## src/rtl/fetch_pkg.sv

```systemverilog
// Shared types for the fetch stage: PC block command and fetch FSM state.
package fetch_pkg;

    typedef enum logic [1:0] {
        CMD_NONE = 2'd0,
        CMD_INC  = 2'd1,
        CMD_LOAD = 2'd2
    } pc_cmd_t;

    typedef enum logic {
        S_REQ  = 1'b0,
        S_WAIT = 1'b1
    } fetch_state_t;

endpackage

```

## src/rtl/fetch_unit.sv

```systemverilog
// Instruction fetch stage: one outstanding memory read, single-entry output buffer,
// drives the PC block (INC per accepted request, LOAD on redirect).
module fetch_unit
    import fetch_pkg::*;
#(
    parameter int unsigned WIDTH = 32,
    parameter int unsigned IW    = 32
) (
    input  logic            clk,
    input  logic            rst,
    input  logic [WIDTH:0]  pc,
    output pc_cmd_t         cmd,
    output logic [WIDTH:0]  load_pc,
    input  logic            redirect_valid,
    input  logic [WIDTH:0]  redirect_pc,
    output logic            mem_req_valid,
    input  logic            mem_req_ready,
    output logic [WIDTH:0]  mem_addr,
    input  logic            mem_rsp_valid,
    input  logic [IW-1:0]   mem_rsp_data,
    output logic            instr_valid,
    input  logic            instr_ready,
    output logic [IW-1:0]   instr_data,
    output logic [WIDTH:0]  instr_pc
);

    fetch_state_t   state;
    logic           drop;
    logic [WIDTH:0] req_pc;
    logic           buf_free;
    logic           req_fire;

    assign mem_addr = pc;

    // Request issue and PC command; redirect suppresses any request in its cycle.
    always_comb begin
        buf_free      = !instr_valid || instr_ready;
        mem_req_valid = 1'b0;
        cmd           = CMD_NONE;
        load_pc       = '0;
        if (!rst) begin
            if (redirect_valid) begin
                cmd     = CMD_LOAD;
                load_pc = redirect_pc;
            end else if (state == S_REQ && buf_free) begin
                mem_req_valid = 1'b1;
                if (mem_req_ready) begin
                    cmd = CMD_INC;
                end
            end
        end
        req_fire = mem_req_valid && mem_req_ready;
    end

    always_ff @(posedge clk) begin
        if (rst) begin
            state       <= S_REQ;
            instr_valid <= 1'b0;
            drop        <= 1'b0;
            req_pc      <= '0;
        end else if (redirect_valid) begin
            instr_valid <= 1'b0;
            // A still-outstanding read must be swallowed when it finally returns.
            if (state == S_WAIT && !mem_rsp_valid) begin
                drop <= 1'b1;
            end else begin
                state <= S_REQ;
                drop  <= 1'b0;
            end
        end else begin
            if (instr_valid && instr_ready) begin
                instr_valid <= 1'b0;
            end
            case (state)
                S_REQ: begin
                    if (req_fire) begin
                        req_pc <= pc;
                        state  <= S_WAIT;
                    end
                end
                S_WAIT: begin
                    if (mem_rsp_valid) begin
                        if (drop) begin
                            drop <= 1'b0;
                        end else begin
                            instr_valid <= 1'b1;
                            instr_data  <= mem_rsp_data;
                            instr_pc    <= req_pc;
                        end
                        state <= S_REQ;
                    end
                end
                default: state <= S_REQ;
            endcase
        end
    end

endmodule

```

## config.mk

```make
export PLATFORM = sky130hd
export DESIGN_NAME = fetch_unit
export DESIGN_NICKNAME = d
export VERILOG_FILES = /design/src/rtl/fetch_pkg.sv /design/src/rtl/fetch_unit.sv
export SDC_FILE = /design/constraint.sdc
export NUM_CORES = 1
export LEC_CHECK = 0
export BUFFER_PORTS_ARGS = -buffer_cell sky130_fd_sc_hd__buf_2
export CELL_PAD_IN_SITES_DETAIL_PLACEMENT = 1
export CELL_PAD_IN_SITES_GLOBAL_PLACEMENT = 1
export CORE_MARGIN = 4
export CORE_UTILIZATION = 35
export CTS_CLUSTER_SIZE = 16
export DETAILED_ROUTE_END_ITERATION = 8
export PLACE_DENSITY = 0.86
export SKIP_LAST_GASP = 1
export SYNTH_ARGS = -nofsm -noshare
export SYNTH_HDL_FRONTEND = slang
export SYNTH_SLANG_ARGS = --single-unit
```

## constraint.sdc

```tcl
create_clock -name clk -period 25.9 [get_ports clk]
set_input_delay 3.885 -clock clk [delete_from_list [all_inputs] [get_ports clk]]
set_output_delay 3.885 -clock clk [all_outputs]
set_load 0.05 [all_outputs]
```

# Yosys cells after proc, flatten, opt, wreduce, memory -nomap -nowiden
# Cells that the tools add are included.
# classes
addsub	0
multipliers	0
div_mod_pow	0
order_cmp	0
eq_ne	1
shifts	0
mux	22
n_bitwise	4
reduce_logical	13
# op_table
op	count
2-to-1 mux 33 bit	2
2-to-1 mux 1 bit	17
AND reduction 5 bit	1
logical AND 1 bit	4
2-to-1 mux 2 bit	2
inverter 1 bit	4
nonzero test 2 bit	2
AND reduction 3 bit	1
zero test 1 bit	2
inequality test 2 bit (second input constant)	1
case mux 1 bit (2 select lines)	1
AND reduction 2 bit	1
OR reduction 2 bit	1
logical OR 1 bit	1
# word_totals
reg_bits	101
latchBits	0
mem_bits_rw	0
rom_bits	0
input_bits	104
output_inout_bits	135
mem_count	0

# Depth between registers and ports, before layout
# Gate-level depths: netlist of run 1.
# logic_depth
ltp_word	10
ltp_mapped	5

# Least setup slack after synthesis of run 1
# No wires, ideal clock.
# synth_timing
path_type	input to register
from	input rst
to	register instr_data[0] (enable)
setup_time_ns	0.655
arrival_ns	10.501
path_slack_ns	14.743
cell_stages	3
n_path_buf	2
cell_sequence	clkbuf_1 -> clkbuf_1 -> nor4_1
# synth_via
elab_chain_cells	2
# synth_lines
item	line	rtl
start, declared	fetch_unit.sv:10	input logic rst,
inverter 1 bit (no source line)	-	
AND reduction 5 bit (no source line)	-	
end signal, assigned	fetch_unit.sv:87	instr_data <= mem_rsp_data;
end, declared	fetch_unit.sv:23	output logic [IW-1:0] instr_data,
# Every way passes these cells.
# A chain may end at the register's enable or synchronous reset.

# Final worst setup path of run 1
# layout_timing
from	input rst
to	output cmd[0]
# layout_via
elab_chain_cells	1
# layout_lines
item	line	rtl
2-to-1 mux 2 bit	fetch_unit.sv:41	if (!rst) begin
end, declared	fetch_unit.sv:12	output pc_cmd_t cmd,
# Every way passes these cells.

==> summary.txt, run 1 <==
Status
  • Status: complete, no violations

Synth
  • Synth warn: 0
  • Syn Nets: 364
  • Synthesized cell area: 4000 um2
  • Yosys top cell area share: 48.8%
  • EDFF count, synth: 65
  • Cell taking the most area after synthesis: edfxtp_1
  • Most used DFF post-synth: edfxtp_1
  • Post-synthesis sequential area ratio: 66.8%
  • Avg Inst Size Synth: 15.4 um2
  • Post-Syn Instances: 260
  • Library cells used by synthesis: 19
  • Number of synthesized register bits: 101
  • Synth area leaders: edfxtp_1 (49%), dfxtp_1 (18%), mux2_4 (11%), buf_4 (6.2%), nor2b_1 (5.5%)
  • Async S/R FF share, synth: 0%

GRT
  • Largest net degree at the start of global routing: 45
  • GRT Overall Usage: 14.8%
  • Met2 Track Usage GR: 27.3%
  • Vias in the first global route: 2965
  • First-pass GRT wire length: 15000 um
  • Gr ovfl total: 0
  • Met1 Usage GRT: 15.8%
  • Global route hottest layer: met2
  • GR Layer Usage met3: 4.37%
  • Initial antenna violation count: 0

STA
  • RSZ-0062 raised after global routing: false
  • Minimum clock period after layout: 9.93 ns
  • Setup TNS: 0 ns
  • Final hold violations: 0
  • FMAX: 101 MHz
  • Worst Max-Slew Pin Slew: 1.10 ns
  • Fin crit share: 38.3%
  • # setup viols final: 0
  • Final-report max-slew violation count: 0
  • Max_slew headroom: 26.4%
  • Setup Skew: 0.00737 ns

Finish
  • Nets@finish: 572
  • # fillers: 1191
  • Layout Utilization: 48.2%
  • P&R area growth vs syn: 32.9%
  • Commonest cells after routing, fill and taps aside: buf_2 (238), edfxtp_1 (65), dfxtp_1 (36)
  • Share of cells above drive strength 1: 61.1%
  • N_diodes: 0
  • Most common cell after layout, fill and taps aside: buf_2

Clocking
  • CTS tree: yes
  • Post CTS Setup Buffer Count: 0
  • Clock Sinks: 101
  • Num CTS Buffers: 9
  • H-tree depth: 3
  • Clock tree buffer depth: 2
  • Clock transition at path regs: 0.07 ns
  • Root Driver: clkbuf_16
  • Worst-skew pair later-pin latency: 0.34 ns
  • PostCTS Resize Cnt: 0
  • CTS Hold Bufs: 0

Drt
  • Final WL: 10300 um
  • Via count: 2722
  • Vias per cell: 4.44
  • Post-route ant nets: 0
  • DRT iter0 DRCs: 147
  • Drt drc: 0
  • 1st-pass router iterations: 4
  • Wire length per cell: 16.8 um

Place
  • Routability cong.: 0.731
  • Port Buffers: 238
  • Hpwl dp: 7990 um

Setup path
  • Largest fanout on the critical path: 40
  • Setup Crit Path Kind: primary input to output pin
  • Worst setup EP type: output pin
  • Crit start category: primary input
  • FF-to-FF Start: instr_valid
  • Crit path arrival time: 6.04 ns
  • CP startpoint: rst
  • FF-to-FF path depth: 3
  • Critical Path RT: 22.01 ns

Hold path
  • Tightest Hold Check Type: register to register
  • Hold Crit Depth: 0
  • Worst Hold Launch: req_pc[18]

Die
  • Die X: 115 um
  • Core ar.: 11000 um2
  • Die footprint: 13200 um2
  • Starting density of the core: 36.3%
  • # IOs: 239
  • Chip height: 115 um
  • # rows: 38

Run
  • Max cap viols: 0

Power and ir drop
  • Pwr Density: 64.9 nW/um2
  • Worst VDD drop: 40.2 uV
  • P_leak: 2.48 nW
  • Final Power: 0.000345 W
## state kept, by name (all words and copies together), names as in the netlist
name / count
drop: 1
req_pc: 33
instr_valid: 1
state: 1
instr_pc: 33
instr_data: 32
## cells by family after synthesis
group	Yosys count	synth area share [%]
DFF	101	66.8
and+or+nand+nor	78	11.9
AOI/OAI and AO/OA	2	0.376
buffers and inverters	45	8.73
muxes	34	12.2
## cells in the mapped netlist, types with 2 or more instances
cell	number
dfxtp_1	36
buf_4	33
nor2_1	3
mux2_4	28
nand2_1	3
and2_1	33
mux2_2	5
clkbuf_1	7
nor4_1	2
edfxtp_1	65
buf_12	3
nor2b_1	35
## per-layer routing
metal | part of all wire (%) | vias up
met5 | 0 | -
met4 | 1.9 | 0
met3 | 11 | 16
met2 | 51 | 183
met1 | 36 | 1251
li1 | - | 1272
## critical path: stages
cell,delay (ns)
buf_2,0.35
or3b_1,0.44
or3_2,0.89
inv_1,0.18
buf_2,0.29
## area by class of cell
class                   count  area, um2  area share (%)
multi-input cells         114        985            18.5
well taps                 140        175            3.30
clock buffers              12        236            4.45
inverters                   1       3.75          0.0707
clock inverters             4       26.3           0.495
flip-flops and latches    101       2670            50.3
repair buffers            241       1210            22.8
## metrics by stage
stage               std cells  cell area, um2  worst slack, ns  hold WS (ns)
floorplan                 260            4000            14.74         0.401
global placement          597            5050            16.00         0.409
detailed placement        597            5050            15.93         0.409
CTS                       613            5310            15.93         0.425
global route              613            5310            15.83         0.441
finish                    613            5310            15.97         0.426
## final timing paths
| path | slack (ns) | endpoint |
|---|---|---|
| setup / recovery | 15.97 | cmd[0] |
| hold reg to reg | 0.43 | instr_pc[18] |
| setup reg to reg | 23.92 | req_pc[9] |
| hold / removal | 0.43 | instr_pc[18] |
## report_power, final
part / switching (W) / internal (W)
Sequential: 0.00000179 / 0.000175
Clock: 0.0000550 / 0.0000652
Combinational: 0.0000314 / 0.0000160
Note: power is estimated with default switching activity, not from simulation.
==> run 2, diff against run 1 <==
- CORE_UTILIZATION: 35 -> 33
- PLACE_DENSITY: 0.86 -> 0.82
- clock period: 25.9 -> 9.95 ns (I/O delays scaled with it)
==> run 2 against run 1 <==
  * Design area increased by 1.1%
  * Critical path depth unchanged
  * Sequential power increased to 2.6 times the previous value
  * Via count increased by 0.62%
  * Worst setup slack got worse by 11 ns
  * Combinational power increased to 2.6 times the previous value
  * Flip-flop and latch count unchanged
  * Critical path type unchanged
  * Cell count increased by 0.65%
  * Wire length decreased by 4.5%
  * Register-to-register slack got worse by 16 ns
  * Critical endpoint unchanged
  * Count of clock-buffer cells in the layout decreased by 2
  * Global-route usage decreased by 0.98 points
==> summary.txt, run 2 (same netlist as run 1, synthesis figures left out) <==
GRT
  • Initial antenna violation count: 0 (unchanged)
  • Vias in the first global route: 2966 (+0.034%)
  • Largest net degree at the start of global routing: 44 (-2.2%)
  • First-pass GRT wire length: 15200 um (+1.8%)
  • Gr ovfl total: 0 (unchanged)
  • GRT Overall Usage: 13.9% (-0.98 points)

Die
  • Chip height: 118 um (+2.8%)
  • Starting density of the core: 34.3% (-2.0 points)
  • # rows: 39 (+2.6%)
  • Die X: 118 um (+2.8%)
  • Die footprint: 13900 um2 (+5.6%)
  • # IOs: 239 (unchanged)
  • Core ar.: 11700 um2 (+5.7%)

Clocking
  • Worst-skew pair later-pin latency: 0.33 ns (about the same)
  • Root Driver: clkbuf_16
  • H-tree depth: 3 (unchanged)
  • CTS tree: yes
  • Post CTS Setup Buffer Count: 0 (unchanged)
  • Clock transition at path regs: 0.07 ns (about the same)
  • Clock tree buffer depth: 2 (unchanged)
  • Num CTS Buffers: 9 (unchanged)
  • PostCTS Resize Cnt: 0 (unchanged)
  • Clock Sinks: 101 (unchanged)
  • CTS Hold Bufs: 0 (unchanged)

Setup path
  • Crit path arrival time: 3.04 ns (-3.00 ns)
  • Critical Path RT: 8.46 ns (-13.55 ns)
  • Setup Crit Path Kind: primary input to output pin
  • Largest fanout on the critical path: 40 (unchanged)
  • Crit start category: primary input
  • Worst setup EP type: output pin
  • Flop-to-flop setup slack: 8.15 ns (-15.77 ns)

Drt
  • Drt drc: 0 (unchanged)
  • Wire length per cell: 16.0 um (-5.1%)
  • Post-route ant nets: 0 (unchanged)
  • DRT iter0 DRCs: 108 (-27%)
  • 1st-pass router iterations: 4 (unchanged)
  • Vias per cell: 4.44 (about the same)
  • Final WL: 9840 um (-4.5%)
  • Via count: 2739 (+0.62%)

Place
  • Post-DP Area: 5060 um2 (+0.22%)
  • Routability cong.: 0.740 (+1.2%)
  • Port Buffers: 238 (unchanged)
  • Hpwl dp: 7590 um (-5.0%)

Power and ir drop
  • Worst VDD drop: 83.8 uV (+110%)
  • Pwr Density: 175 nW/um2 (+170%)
  • P_leak: 2.50 nW (+0.98%)

STA
  • Final hold slack: 0.426 ns (-0.000133 ns)
  • Final-report max-slew violation count: 0 (unchanged)
  • # setup viols final: 0 (unchanged)
  • Max_slew headroom: 48.2% (+22 points)
  • Minimum clock period after layout: 4.53 ns
  • Setup TNS: 0 ns (unchanged)
  • Worst Max-Slew Pin Slew: 0.776 ns (-0.327 ns)
  • Setup Skew: 0.00519 ns (-0.00218 ns)
  • RSZ-0062 raised after global routing: false
  • Fin crit share: 45.5%
  • Final hold violations: 0 (unchanged)
  • FMAX: 221 MHz

Finish
  • Nets@finish: 573 (+0.17%)
  • Layout Utilization: 46.0% (-2.1 points)
  • P&R area growth vs syn: 34.3%
  • Share of cells above drive strength 1: 61.8% (+0.71 points)
  • Most common cell after layout, fill and taps aside: buf_2
  • Commonest cells after routing, fill and taps aside: buf_2 (238), edfxtp_1 (65), dfxtp_1 (36)
  • Biggest regs: instr_pc (33), req_pc (33), instr_data (32)
  • Post-route cell area: 5370 um2 (+1.1%)
  • N_diodes: 0 (unchanged)

Run
  • Max cap viols: 0 (unchanged)

Status
  • Status: complete, no violations

Hold path
  • Tightest Hold Check Type: register to register
## run 2: final cells by class
| cell class | count | area (um2) |
|---|---|---|
| fillers | 1276 | 6290 |
| flip-flops and latches | 101 | 2670 |
| clock inverters | 6 | 70.1 |
| well taps | 143 | 179 |
| clock buffers | 10 | 239 |
| multi-input cells | 114 | 985 |
| repair buffers | 242 | 1220 |
| inverters | 1 | 3.75 |
## run 2: path summary, 6_finish.rpt
| path | from | end | cells past startpoint |
|---|---|---|---|
| min | req_pc[17] | instr_pc[17] | 0 |
| max | rst | cmd[0] | 5 |
| min reg2reg | req_pc[17] | instr_pc[17] | 0 |
| max reg2reg | instr_valid | req_pc[2] | 4 |
## run 2: critical path: stages
cell	delay, ns
buf_2	0.35
or3b_1	0.44
or3_2	0.43
inv_1	0.06
buf_2	0.25
## run 2: per-layer routing
metal / global-route usage (%) / routed length, um
met5: 0 / 0
met4: 4.18 / 121
met2: 24.9 / 4910
met3: 5.48 / 919
met1: 14.9 / 3900
## run 2: through the flow
stage,setup slack [ns],cells,power [W]
after CTS,5.39,617,0.000950
after global placement,5.40,601,0.000592
after detailed placement,5.39,601,0.000594
final,5.42,617,0.000938
after global routing,5.30,617,0.000976
after floorplan,1.19,260,0.000563
## run 2: power by group
part | total (W) | leakage, nW | internal, W | switching (W)
registers | 0.000460 | 0.864 | 0.000456 | 0.00000438
clock network | 0.000354 | 0.147 | 0.000204 | 0.000150
logic | 0.000123 | 1.49 | 0.0000416 | 0.0000812
